### src/rtl/disp_pkg.sv
// Shared display timing constants, framebuffer geometry and address helper
// for the 640x480 scanout path and its framebuffer clients.
package disp_pkg;

   localparam int unsigned HA_END = 639;
   localparam int unsigned LINE   = 799;
   localparam int unsigned VA_END = 479;
   localparam int unsigned SCREEN = 524;

   localparam int unsigned FB_W = 160;
   localparam int unsigned FB_H = 120;
   localparam int unsigned AW   = 15;
   localparam int unsigned DW   = 8;

   typedef logic [AW-1:0] addr_t;
   typedef logic [DW-1:0] pix_t;

   typedef enum logic {
      CL_GAME   = 1'b0,
      CL_RENDER = 1'b1
   } client_e;

   // row*160 + col using shifts only
   function automatic addr_t fb_addr(input addr_t row, input addr_t col);
      return (row << 7) + (row << 5) + col;
   endfunction

endpackage

### src/rtl/rr_arb2.sv
// Two-requester round-robin arbiter; the pointer favours the client that
// did not win most recently.
module rr_arb2 (
   input  logic       i_clk,
   input  logic       i_rst,
   input  logic       i_en,
   input  logic [1:0] i_elig,
   output logic [1:0] o_gnt
);
   import disp_pkg::*;

   client_e    r_ptr;
   logic [1:0] w_gnt;

   always_comb begin
      w_gnt = '0;
      if (i_en) begin
         unique case (i_elig)
            2'b01:   w_gnt = 2'b01;
            2'b10:   w_gnt = 2'b10;
            2'b11:   w_gnt = (r_ptr == CL_RENDER) ? 2'b10 : 2'b01;
            default: w_gnt = '0;
         endcase
      end
   end

   always_ff @(posedge i_clk) begin
      if (i_rst)
         r_ptr <= CL_GAME;
      else if (|w_gnt)
         r_ptr <= w_gnt[0] ? CL_RENDER : CL_GAME;
   end

   assign o_gnt = w_gnt;

endmodule

### src/rtl/fb_access_arbiter.sv
// Framebuffer RAM scheduler: scanout reads on slots locked to sx/sy, all other
// cycles shared round-robin between game logic (c0) and the renderer (c1).
module fb_access_arbiter #(
   parameter int unsigned FB_W           = disp_pkg::FB_W,
   parameter int unsigned FB_H           = disp_pkg::FB_H,
   parameter int unsigned AW             = disp_pkg::AW,
   parameter int unsigned DW             = disp_pkg::DW,
   parameter int unsigned C1_VBLANK_ONLY = 1
) (
   input  logic            clk_pix,
   input  logic            rst_pix,
   input  logic [9:0]      sx,
   input  logic [9:0]      sy,
   output logic            mem_en,
   output logic            mem_we,
   output logic [AW-1:0]   mem_addr,
   output logic [DW-1:0]   mem_wdata,
   input  logic [DW-1:0]   mem_rdata,
   input  logic [1:0]      c_req,
   input  logic [1:0]      c_we,
   input  logic [2*AW-1:0] c_addr,
   input  logic [2*DW-1:0] c_wdata,
   output logic [1:0]      c_gnt,
   output logic [1:0]      c_rvalid,
   output logic [DW-1:0]   c_rdata,
   output logic [DW-1:0]   pix_color,
   output logic            frame_start
);
   import disp_pkg::*;

   localparam logic [AW-1:0] FB_WORDS = AW'(FB_W * FB_H);

   logic          w_slot, w_live, w_wrap;
   logic [9:0]    w_line;
   logic [7:0]    w_col;
   logic [AW-1:0] w_disp_addr;
   logic [1:0]    w_elig, w_gnt;
   logic          w_sel, w_oor, w_c1_ok;
   logic [AW-1:0] w_c_addr;
   logic [DW-1:0] w_c_wdata;

   logic [1:0]    r_rvalid;
   logic          r_rd_oor;
   logic          r_live_d;
   logic [DW-1:0] r_pix;
   logic          r_frame;

   // sx==798 prefetches column 0 of the next line so it is on screen at sx==0
   assign w_wrap = (sx == 10'(LINE - 1));
   assign w_slot = ((sx[1:0] == 2'b10) && (sx <= 10'(HA_END - 5))) || w_wrap;
   assign w_line = !w_wrap ? sy : ((sy == 10'(SCREEN)) ? '0 : sy + 10'd1);
   assign w_col  = w_wrap ? '0 : sx[9:2] + 8'd1;
   assign w_live = w_slot && (w_line <= 10'(VA_END));
   assign w_disp_addr = fb_addr(addr_t'(w_line[9:2]), addr_t'(w_col));

   assign w_c1_ok = (C1_VBLANK_ONLY == 0) || (sy > 10'(VA_END));
   assign w_elig  = {c_req[1] & w_c1_ok, c_req[0]};

   rr_arb2 u_arb (
      .i_clk  (clk_pix),
      .i_rst  (rst_pix),
      .i_en   (!w_live && !rst_pix),
      .i_elig (w_elig),
      .o_gnt  (w_gnt)
   );

   assign w_sel     = w_gnt[1];
   assign w_c_addr  = w_sel ? c_addr[2*AW-1:AW]  : c_addr[AW-1:0];
   assign w_c_wdata = w_sel ? c_wdata[2*DW-1:DW] : c_wdata[DW-1:0];
   assign w_oor     = (w_c_addr >= FB_WORDS);

   always_comb begin
      mem_en    = 1'b0;
      mem_we    = 1'b0;
      mem_addr  = '0;
      mem_wdata = '0;
      if (!rst_pix) begin
         if (w_live) begin
            mem_en   = 1'b1;
            mem_addr = w_disp_addr;
         end else if ((|w_gnt) && !w_oor) begin
            mem_en    = 1'b1;
            mem_we    = c_we[w_sel];
            mem_addr  = w_c_addr;
            mem_wdata = w_c_wdata;
         end
      end
   end

   always_ff @(posedge clk_pix) begin
      if (rst_pix) begin
         r_rvalid <= '0;
         r_rd_oor <= 1'b0;
         r_live_d <= 1'b0;
         r_pix    <= '0;
         r_frame  <= 1'b0;
      end else begin
         r_rvalid <= w_gnt & ~c_we;
         r_rd_oor <= w_oor;
         r_live_d <= w_live;
         if (sx[1:0] == 2'b11)
            r_pix <= r_live_d ? mem_rdata : '0;
         r_frame  <= (sx == '0) && (sy == '0);
      end
   end

   // Registered outputs are forced low while reset is held so a pending read is dropped
   assign c_gnt       = w_gnt;
   assign c_rvalid    = rst_pix ? '0 : r_rvalid;
   assign c_rdata     = (!rst_pix && (|r_rvalid) && !r_rd_oor) ? mem_rdata : '0;
   assign pix_color   = rst_pix ? '0 : r_pix;
   assign frame_start = !rst_pix && r_frame;

endmodule

### config.mk
export PLATFORM = sky130hd
export DESIGN_NAME = fb_access_arbiter
export DESIGN_NICKNAME = d
export VERILOG_FILES = /design/src/rtl/disp_pkg.sv /design/src/rtl/rr_arb2.sv /design/src/rtl/fb_access_arbiter.sv
export SDC_FILE = /design/constraint.sdc
export NUM_CORES = 1
export LEC_CHECK = 0
export ABC_AREA = 1
export CAP_MARGIN = 20
export CELL_PAD_IN_SITES_DETAIL_PLACEMENT = 1
export CELL_PAD_IN_SITES_GLOBAL_PLACEMENT = 2
export CORE_UTILIZATION = 20
export DETAILED_ROUTE_END_ITERATION = 16
export MAX_ROUTING_LAYER = met4
export PLACE_DENSITY_LB_ADDON = 0.15
export SLEW_MARGIN = 20
export SYNTH_ARGS = -nofsm -noshare
export SYNTH_HDL_FRONTEND = slang
export SYNTH_HIERARCHICAL = 1
export SYNTH_SLANG_ARGS = --single-unit
### constraint.sdc
create_clock -name clk_pix -period 16.78 [get_ports clk_pix]
set_input_delay 5.034 -clock clk_pix [delete_from_list [all_inputs] [get_ports clk_pix]]
set_output_delay 5.034 -clock clk_pix [all_outputs]
set_load 0.02 [all_outputs]
==> flow_metrics.tcl <==
set metrics [dict create \
    grt-ovfl-total 0 \
    ys_seq_area_share_pct 11.4 \
    gp_congestion 0.783 \
    postCtsResizedCells 0 \
    htreeDepth 1 \
    syn_nets 566 \
    clock_sinks 14 \
    fin_tns_setup_ps 0 \
    dpl_worst_slack_ps 1320 \
    cts_hold_buf 0 \
    rrSetupSlack_ps 14660 \
    finClkSkew_ps 1.77 \
    place_hpwl_um 8410 \
    ys_async_sr_fraction_pct 0 \
    wl_um 9840 \
    clockBufferDepth 2 \
    first_pass_iters 4 \
    synth_seq_cells 14 \
    synth_area_leaders "nand2_1 25%, dfxtp_1 11%, inv_1 11%" \
    status "completed" \
    rr_worst_depth 9 \
    yosysMostFrequentCell "nand2_1" \
    crit_top_cell "nand3_1" \
    holdPathEnd "u_arb/r_ptr" \
    clk_latency_ps 250 \
    synth_area_um2 2470 \
    maxCapViolCount 0 \
    drc_errors 0 \
    end_kind "primary output" \
    crit_required_ps 11750 \
    nFillCells 1594 \
    tightest_slew_ps 756 \
    relSlewSlack_pct 49.4 \
    synth_common_cells "162 x nand2_1, 70 x inv_1, 48 x nor2_1" \
    yosysTopAreaCell "nand2_1" \
    ios 126 \
    arrival_ps 10360 \
    power_uw 166 \
    layout.nets 683 \
    cp_slowest_cell "clkdlybuf4s50_1" \
    cts_buffers 3 \
    grt_pass1_wl_um 16100 \
    viasPerCell 4.46 \
    drive_gt1_share_pct 3.79 \
    row_count 40 \
    wl_per_cell_um 13.5 \
    hold_violations 0 \
    cpPeakStageDelay_ps 620 \
    start_kind "input port" \
    cts_root_buffer "clkbuf_16" \
    synth_edf_count 0 \
    clkTransAtPathRegs_ps 50 \
    worstSetupPathType "input port to primary output" \
    antenna_found_initial 0 \
    syn_avg_cell_area_um2 5.31 \
    slew_viol_final 0 \
    rsz0062_at_grt "false" \
    timing.rr.start "u_arb/r_ptr" \
    r2r_end "r_rd_oor" \
    dieWidth_um 113 \
    max_clock_freq_mhz 64.9 \
    critPathLaunch "sx[3]" \
    worstPathMaxFanout 26 \
    core-area_um2 12000 \
    setup_viol 0 \
    drt_iter0_drc 117 \
    ys.flop_type "dfxtp_1" \
    holdPathStages 2 \
    final_antenna_net_count 0 \
    dieArea_um2 12800 \
    vias 3245 \
    start_util_pct 20.5 \
    syn_to_final_growth_pct 59.7 \
    first_global_vias 3362 \
    grtUsageTotal_pct 15.8 \
    ir_drop_mv 0.0333 \
    postLayoutSetupSlackWorst_ps 1380 \
    leakagePower_nw 1.85 \
    cts_post_setup_buffers_inserted 0 \
    synth_top_area_share_pct 24.7 \
    ys_warn_count 6 \
    netlist_instances 464 \
    cts_tree "yes" \
    hp-start "u_arb/r_ptr" \
    portBuffers 125 \
    grt_max_degree 30 \
    hp-class "register to register" \
    fin_crit_ps 15400 \
    die_h_um 113 \
    synth.distinct_cells 40 \
    period_share_pct 91.8 \
    powerDensity_nw_per_um2 42.3 \
    antenna_cells 0 \
]
worst max-delay path, delay by kind of cell:
family,cells,cell delay [ps]
and+or+nand+nor,15,2840
adders and majority gates,1,210
buffers and inverters,5,1780
AOI/OAI and AO/OA,4,470
final cells by class:
type	count	area [um2]	area share, %
clock buffer	4	88.8	2.26
inverter	75	282	7.15
sequential	14	280	7.12
timing repair buffer	128	1270	32.3
multi-input combinational	359	1830	46.5
tap	147	184	4.67
routing by layer:
layer / share of wire, % / vias to the layer above / global-route usage (%) / routed length [um]
li1: - / 1699 / - / -
met1: 50 / 1469 / 21.1 / 4950
met2: 45 / 75 / 26.6 / 4470
met3: 3.9 / 2 / 1.87 / 386
met4: 0.27 / 0 / 1.32 / 27
met5: 0 / - / - / 0
flip-flops by register name, summed over array words and instances (netlist names):
register	count
r_pix	8
r_rvalid	2
r_frame	1
r_live_d	1
r_rd_oor	1
u_arb/r_ptr	1
cell families after synthesis:
| group | synth area share [%] |
|---|---|
| adders and majority gates | 11.8 |
| buffers and inverters | 14.6 |
| and+or+nand+nor | 50.3 |
| DFF | 11.4 |
| AOI/OAI and AO/OA | 10.5 |
| xor gates and xnor gates | 1.42 |
how the worst max path moves through the flow:
stage	to	slack, ps
2_1_floorplan	mem_wdata[0]	3420
3_3_place_gp	mem_we	1610
3_5_place_dp	mem_wdata[1]	1320
4_1_cts	mem_wdata[1]	1350
5_1_grt	mem_wdata[1]	670
6_report	mem_wdata[7]	1380
where the power goes:
part | internal (mW) | switching (mW) | leakage, nW
sequential | 0.0338 | 0.000205 | 0.113
clock | 0.0363 | 0.0159 | 0.0442
combinational | 0.0380 | 0.0422 | 1.70
total | 0.108 | 0.0584 | 1.85
placed cells by master, fill, tap and decap left out, types with 3 or more instances in the layout:
cell type / synthesis / layout
nand2_1: 162 / 162
clkdlybuf4s50_1: 0 / 125
inv_1: 70 / 70
nor2_1: 48 / 48
nand4_1: 26 / 26
nand3_1: 23 / 23
ha_1: 20 / 20
o21ai_0: 19 / 19
a21oi_1: 19 / 18
dfxtp_1: 14 / 14
nor3_1: 8 / 8
nand2_2: 4 / 4
inv_2: 3 / 3
xnor2_1: 3 / 3
clkbuf_16: 0 / 3
buf_4: 1 / 3
stage by stage:
step | instance area (um2) | hold slack, ps | std cells | util (%)
after floorplan | 2470 | 462 | 464 | -
after global placement | 3850 | 482 | 723 | 32.0
after detailed placement | 3850 | 497 | 723 | 32.0
after CTS | 3940 | 506 | 727 | 32.8
after global routing | 3940 | 543 | 727 | 32.8
final | 3940 | 503 | 727 | 32.8
Power figures use the tool's default switching activity.
